## src/rtl/ser_pkg.sv

```systemverilog
// Shared definitions for the serial link: FSM state encoding and default
// frame geometry, so transmitter and a future receiver agree.
package ser_pkg;

   localparam int DEF_DATA_W       = 8;
   localparam int DEF_CLKS_PER_BIT = 4;

   localparam logic [1:0] ST_IDLE  = 2'd0;
   localparam logic [1:0] ST_START = 2'd1;
   localparam logic [1:0] ST_DATA  = 2'd2;
   localparam logic [1:0] ST_STOP  = 2'd3;

   // Counter width able to hold 0..n-1, never narrower than one bit.
   function automatic int cnt_width(input int n);
      return (n > 1) ? $clog2(n) : 1;
   endfunction

endpackage

```

## src/rtl/bit_timer.sv

```systemverilog
// Bit-period timer: counts 0..CLKS_PER_BIT-1 while enabled and pulses Tick
// in the last cycle of each bit period. Clears whenever En is low.
module bit_timer
   import ser_pkg::*;
#(
   parameter int CLKS_PER_BIT = DEF_CLKS_PER_BIT
) (
   input  logic Clk,
   input  logic Rst,
   input  logic En,
   output logic Tick
);

   localparam int               CNT_W = cnt_width(CLKS_PER_BIT);
   localparam logic [CNT_W-1:0] LAST  = CNT_W'(CLKS_PER_BIT - 1);

   logic [CNT_W-1:0] cnt_q;
   logic [CNT_W-1:0] cnt_d;

   // Next count and wrap pulse; with CLKS_PER_BIT=1 Tick simply follows En.
   always_comb begin
      Tick  = En && (cnt_q == LAST);
      cnt_d = cnt_q;
      if (!En || Tick) begin
         cnt_d = '0;
      end else begin
         cnt_d = cnt_q + CNT_W'(1);
      end
   end

   // Counter register.
   always_ff @(posedge Clk) begin
      if (Rst) begin
         cnt_q <= '0;
      end else begin
         cnt_q <= cnt_d;
      end
   end

endmodule

```

## src/rtl/ser_tx_piso.sv

```systemverilog
// Serial transmitter: accepts a word on Valid&&Ready and shifts it out as
// start bit (0), DATA_W data bits LSB-first, stop bit (1). Tx idles high.
//
// Handshake: Ready is high only in IDLE with Rst low and never looks at
// Valid; a word is taken at the rising edge where Valid and Ready are both
// high. Din/Valid are ignored from then until the frame returns to IDLE.
module ser_tx_piso
   import ser_pkg::*;
#(
   parameter int DATA_W       = DEF_DATA_W,
   parameter int CLKS_PER_BIT = DEF_CLKS_PER_BIT
) (
   input  logic              Clk,
   input  logic              Rst,
   input  logic [DATA_W-1:0] Din,
   input  logic              Valid,
   output logic              Ready,
   output logic              Tx,
   output logic              Busy,
   output logic              Done,
   output logic [1:0]        dbg_state
);

   if (DATA_W < 1) begin : g_bad_data_w
      $error("ser_tx_piso: DATA_W must be >= 1");
   end
   if (CLKS_PER_BIT < 1) begin : g_bad_clks_per_bit
      $error("ser_tx_piso: CLKS_PER_BIT must be >= 1");
   end

   localparam int                BIT_W    = cnt_width(DATA_W);
   localparam logic [BIT_W-1:0]  LAST_IDX = BIT_W'(DATA_W - 1);

   logic [1:0]        state_q,   state_d;
   logic              busy_q,    busy_d;
   logic              tx_q,      tx_d;
   logic              done_q,    done_d;
   logic [BIT_W-1:0]  bit_idx_q, bit_idx_d;
   logic [DATA_W-1:0] shift_q,   shift_d;
   logic [DATA_W-1:0] shift_nxt;
   logic              tick;

   bit_timer #(
      .CLKS_PER_BIT (CLKS_PER_BIT)
   ) u_bit_timer (
      .Clk  (Clk),
      .Rst  (Rst),
      .En   (busy_q),
      .Tick (tick)
   );

   assign Ready     = (state_q == ST_IDLE) && !Rst;
   assign Tx        = tx_q;
   assign Busy      = busy_q;
   assign Done      = done_q;
   assign dbg_state = state_q;

   // Frame sequencing: each non-IDLE state lasts one bit period, Tx is
   // registered so it changes on the same edge as the state.
   always_comb begin
      state_d   = state_q;
      tx_d      = tx_q;
      done_d    = 1'b0;
      bit_idx_d = bit_idx_q;
      shift_d   = shift_q;
      shift_nxt = shift_q >> 1;
      case (state_q)
         ST_IDLE: begin
            tx_d = 1'b1;
            if (Valid && Ready) begin
               state_d   = ST_START;
               shift_d   = Din;
               bit_idx_d = '0;
               tx_d      = 1'b0;
            end
         end
         ST_START: begin
            if (tick) begin
               state_d   = ST_DATA;
               bit_idx_d = '0;
               tx_d      = shift_q[0];
            end
         end
         ST_DATA: begin
            if (tick) begin
               shift_d = shift_nxt;
               if (bit_idx_q == LAST_IDX) begin
                  state_d = ST_STOP;
                  tx_d    = 1'b1;
               end else begin
                  bit_idx_d = bit_idx_q + BIT_W'(1);
                  tx_d      = shift_nxt[0];
               end
            end
         end
         ST_STOP: begin
            if (tick) begin
               state_d = ST_IDLE;
               tx_d    = 1'b1;
               done_d  = 1'b1;
            end
         end
         default: begin
            state_d = ST_IDLE;
            tx_d    = 1'b1;
         end
      endcase
      busy_d = (state_d != ST_IDLE);
   end

   // State and datapath registers; reset discards any partial frame.
   always_ff @(posedge Clk) begin
      if (Rst) begin
         state_q   <= ST_IDLE;
         busy_q    <= 1'b0;
         tx_q      <= 1'b1;
         done_q    <= 1'b0;
         bit_idx_q <= '0;
         shift_q   <= '0;
      end else begin
         state_q   <= state_d;
         busy_q    <= busy_d;
         tx_q      <= tx_d;
         done_q    <= done_d;
         bit_idx_q <= bit_idx_d;
         shift_q   <= shift_d;
      end
   end

endmodule

```

## config.mk

```make
export PLATFORM = sky130hd
export DESIGN_NAME = ser_tx_piso
export DESIGN_NICKNAME = d
export VERILOG_FILES = /design/src/rtl/ser_pkg.sv /design/src/rtl/bit_timer.sv /design/src/rtl/ser_tx_piso.sv
export SDC_FILE = /design/constraint.sdc
export NUM_CORES = 1
export LEC_CHECK = 0
export ABC_AREA = 1
export BUFFER_PORTS_ARGS = -buffer_cell sky130_fd_sc_hd__buf_2
export CAP_MARGIN = 0
export CORE_MARGIN = 3
export CORE_UTILIZATION = 48
export DETAILED_ROUTE_END_ITERATION = 8
export PLACE_DENSITY_LB_ADDON = 0.08
export SLEW_MARGIN = 10
export SYNTH_ARGS = -nofsm -noshare
export SYNTH_HDL_FRONTEND = slang
export SYNTH_SLANG_ARGS = --single-unit
```

## constraint.sdc

```tcl
create_clock -name Clk -period 1.1 [get_ports Clk]
set_input_delay 0.055 -clock Clk [delete_from_list [all_inputs] [get_ports Clk]]
set_output_delay 0.055 -clock Clk [all_outputs]
set_load 0.02 [all_outputs]
```

* Word level (Yosys, flattened, before mapping) *
Cells that the tools add are included.

word-level totals
  register bits after elaboration = 18
  output and inout port bits = 6
  word-level logic and storage cells = 56
  input port bits = 11

operators by class
  bitwise gates (word level) = 1
  reduce and logical (&&, ||, !) cells = 15
  mux-type cells = 21
  add/sub/neg operators = 2
  equality and inequality tests = 10

operator list
  kind                                                             count
  8-bit 2-to-1 mux                                                 2
  8-bit case mux with 2 select lines                               1
  3-bit 2-to-1 mux                                                 4
  2-bit 2-to-1 mux                                                 5
  3-bit case mux with 3 select lines                               1
  2-bit != test, second input constant                             4
  2-bit case mux with 4 select lines                               1
  2-bit == test, second input constant                             3
  1-bit 2-to-1 mux                                                 6
  3-bit AND reduction                                              2
  5-bit AND reduction                                              1
  1-bit case mux with 4 select lines                               1
  2-bit nonzero test                                               2
  2-bit OR reduction                                               2
  3-bit by 1-bit adder with 3-bit output, second input constant    1
  3-bit == test, second input constant                             1
  1-bit logical AND                                                3
  3-bit nonzero test                                               1
  2-bit by 1-bit adder with 2-bit output, second input constant    1
  2-bit by 1-bit == test with 1-bit output, second input constant  1
  1-bit zero test                                                  2
  2-bit zero test                                                  1
  2-bit by 1-bit != test with 1-bit output, second input constant  1
  1-bit logical OR                                                 1
  1-bit NOT                                                        1

* Logic depth before layout (Yosys ltp) *
  word-level depth = 6
  gate-level depth with buffers = 8

* By module *
Synthesis repeated with hierarchy kept, for this count alone.

unflattened totals
  cells, all modules = 136
  area, all modules = 922.1 um2

modules (own cells, without submodules)
  module       cells each  area an instance (um2)  sequential area each (um2)  instances
  ser_tx_piso  125         833.3                   320.3                       1
  bit_timer    11          88.8                    40.0                        1

* Worst setup path after synthesis *
Ideal clock, no wire load.

  path kind = register -> register
  start point = register state_q[1], in the netlist dbg_state[1]
  end point = register shift_q[7]
  data arrival time = 1.364 ns
  required time = 1.030 ns
  setup time = 0.070 ns
  path buffers = 1
  cell stages (with the launch flop) = 5
  path slack = -0.334 ns
  path through = dfxtp_1 buf_6 nor3_1 nand3_1 a21oi_1

on the way
  cells in the longest elaborated chain, start to end = 5
  elaborated cells between the ends (all ways) = 9
  those cells by class = eq/ne (3); mux (1); reduce/logical (5)

ends and longest elaborated chain
  element                                             line                RTL
  from (decl)                                         ser_tx_piso.sv:34   logic [1:0] state_q, state_d;
  from (signal assigned)                              ser_tx_piso.sv:121  state_q <= state_d;
  2-bit zero test                                     ser_tx_piso.sv:52   assign Ready = (state_q == ST_IDLE) && !Rst;
  1-bit logical AND                                   ser_tx_piso.sv:52
  via Ready                                           ser_tx_piso.sv:17   output logic Ready,
  1-bit logical AND                                   ser_tx_piso.sv:70   if (Valid && Ready) begin
  2-bit by 1-bit != test with 1-bit output (no line)  -
  3-bit AND reduction (no line)                       -
  to (signal assigned)                                ser_tx_piso.sv:126  shift_q <= shift_d;
  to (decl)                                           ser_tx_piso.sv:39   logic [DATA_W-1:0] shift_q, shift_d;

The timed path passes the listed nets, and every way through them passes these cells.
A chain may end at the register's enable or synchronous reset.

* Final worst setup path *
  start point = register bit_idx_q[1]
  end point = register bit_idx_q[0]

on the way
  cells in the longest elaborated chain, start to end = 3

ends and longest elaborated chain
  element                        line                RTL
  from (decl)                    ser_tx_piso.sv:38   logic [BIT_W-1:0] bit_idx_q, bit_idx_d;
  from (signal assigned)         ser_tx_piso.sv:125  bit_idx_q <= bit_idx_d;
  3-bit == test                  ser_tx_piso.sv:87   if (bit_idx_q == LAST_IDX) begin
  2-bit != test (no line)        -
  5-bit AND reduction (no line)  -

No other way between the ends.

==> results.tsv <==
metric	value	unit
yosysUniqueCellTypes	22	
syn-num-nets	143	
timing.final.crit_share	110	%
layout_common_cells	nand2_1 (28), nor2_1 (16), buf_2 (15)	
portBuffers	16	
finalClockSkew	4.87	ps
postSynthAreaPerCell	7.23	sq um
grt_use_total	18.9	%
rows	15	
layout_setup_ws	-105	ps
syn_inst	129	
yosysWarnings	0	
fin_util	73.1	%
die_h	50.1	microns
root_buffer	clkbuf_4	
gp_congestion	0.785	
max_cap_violations	0	
worst_slew_pin_slew	209	ps
hold_start	Rst	
r2r_end	bit_idx_q[0]$_SDFFE_PP0P_	
dp_cells	174	
final_antenna_net_count	0	
wl_per_cell	11.2	microns
clkSinkCount	18	
criticalPathCategory	flop to flop	
path_clk_slew	110	ps
nets	170	
yosysSeqAreaShare	38.7	%
io_pins	17	
cts_tree	yes	
min_to	Done$_SDFF_PP0_	
r2r_cells	7	
cts_buffers	3	
clk_path_buf_depth	2	
cp_data_required_time	1330	ps
h-tree-depth	1	
post_drt_via_cell_ratio	4.81	
cts_hold_buf	0	
outcome	finished, violations left	
timing.slew.headroom	86.1	%
coreArea	1780	sq um
r2r-start	bit_idx_q[1]$_SDFFE_PP0P_	
p_leak	0.624	nW
grt_setup_unrepaired	true	
drive_above_1_share	43.2	%
start_util	52.3	%
synth.cell_area	932	sq um
crit_arrival	1440	ps
whs_path_depth	2	
grt_overflow	0	
peakVddDrop	0.767	mV
die-area	2510	sq um
drc	0	
vias	865	
synthToLayoutAreaGrowth	39.7	%
diodes	0	
antenna_found_initial	0	
grt_pass1_wl	3650	microns
max_freq	830	MHz
rrSetupSlack	-110	ps
hold_slack	40.0	ps
power_density	1080	nW/um^2
grt_max_degree	14	
wl	2010	microns
hpwl	1430	microns
setup.worst_path.end_class	flop	
grt_pass1_vias	881	
crit_fanout	4	
finalSetupViolations	12	
insertion_delay	290	ps
die_w	50.1	microns
stdcell_count	180	
start_kind	flop	
drt_iter0_markers	5	
layout_min_cycle_time	1210	ps
drv_slew	0	
finalHoldViolations	0	
first_pass_iters	3	
hp-class	input pin to flop	
final_common_cell	nand2_1	
violations	setup timing	
synth_seq_cells	18	
-- kinds of logic (layout without fill, tap and decap cells) --
logic type                 after synthesis  after routing  share of synthesized area, %
and+or+nand+nor                         75             75                          37.2
DFF                                     18             18                          38.7
AOI/OAI and AO/OA                       15             15                          10.1
buffers and inverters                   18             44                          10.1
adders and majority gates                3              3                          4.03
-- flip-flops by register name, indices dropped and copies added, names as in the netlist --
| name | count |
|---|---|
| shift_q | 8 |
| bit_idx_q | 3 |
| dbg_state | 2 |
| u_bit_timer.cnt_q | 2 |
| Busy | 1 |
| Done | 1 |
| Tx | 1 |
-- routing by layer --
metal,vias up,GRT usage [%],share of wire (%),wire [microns]
met4,0,4.61,0.90,18
met3,2,6.04,3.8,77
met5,-,0,0,0
met2,12,33.7,53,1060
met1,388,21.3,42,851
li1,463,-,-,-
-- worst max path at each step --
stage / from / end / slack (ps)
floorplan: bit_idx_q[0]$_SDFFE_PP0P_ / bit_idx_q[0]$_SDFFE_PP0P_ / -80
global placement: bit_idx_q[0]$_SDFFE_PP0P_ / bit_idx_q[0]$_SDFFE_PP0P_ / -110
detailed placement: bit_idx_q[0]$_SDFFE_PP0P_ / bit_idx_q[0]$_SDFFE_PP0P_ / -150
CTS: bit_idx_q[1]$_SDFFE_PP0P_ / bit_idx_q[1]$_SDFFE_PP0P_ / -100
global route: bit_idx_q[1]$_SDFFE_PP0P_ / bit_idx_q[2]$_SDFFE_PP0P_ / -160
finish: bit_idx_q[1]$_SDFFE_PP0P_ / bit_idx_q[0]$_SDFFE_PP0P_ / -110
-- cell usage after synthesis --
master | instances | area share (%)
nand3_2 | 1 | 1.1
buf_4 | 1 | 0.81
nor2_2 | 2 | 1.3
a21oi_1 | 1 | 0.54
nand3b_1 | 1 | 0.81
o21ai_4 | 1 | 1.7
nor3_1 | 1 | 0.54
inv_2 | 2 | 0.81
ha_1 | 3 | 4.0
inv_6 | 1 | 0.94
nand2_4 | 2 | 2.4
inv_4 | 1 | 0.67
buf_6 | 2 | 2.4
nand4_1 | 2 | 1.3
nor2_8 | 1 | 2.1
nand2_1 | 33 | 13
nor2_1 | 22 | 8.9
inv_1 | 11 | 4.4
nand3_1 | 10 | 5.4
dfxtp_1 | 18 | 39
o21ai_2 | 2 | 1.9
o21ai_0 | 11 | 5.9
-- stage by stage --
stage	setup slack (ps)	power [mW]	setup TNS (ps)	cell area (sq um)
after floorplan	-76.0	0.882	-507	970
after global placement	-109	0.950	-803	1100
after detailed placement	-154	0.956	-1120	1100
after CTS	-99.8	1.42	-677	1290
after global routing	-164	1.50	-1670	1300
final	-105	1.41	-797	1300
-- final cells by class --
| type | count | area [sq um] |
|---|---|---|
| clock buffers | 4 | 36.3 |
| fillers | 142 | 480 |
| inverters | 15 | 71.3 |
| multi-input cells | 93 | 617 |
| flip-flops and latches | 18 | 373 |
| well taps | 25 | 31.3 |
| repair buffers | 25 | 174 |
-- critical path: stages, from the launching register on --
cell	delay (ps)
dfxtp_2	350
ha_4	160
ha_4	170
o21ai_4	150
nand3_2	110
nand2_1	90
nand2_1	50
nor2_1	70
-- where the power goes --
group / internal (mW) / switching, mW / leakage [nW]
clock network: 0.201 / 0.205 / 0.0210
logic: 0.123 / 0.153 / 0.452
registers: 0.693 / 0.0369 / 0.151
total: 1.02 / 0.394 / 0.624
-- repair_timing --
action | 4_1_cts | 5_1_grt
resized for setup | 35 | 6
pin swaps | 14 | 4
setup endpoints to repair | 15 | 16
buffers inserted | 2 | 0
Note: power is estimated with default switching activity, not from simulation.
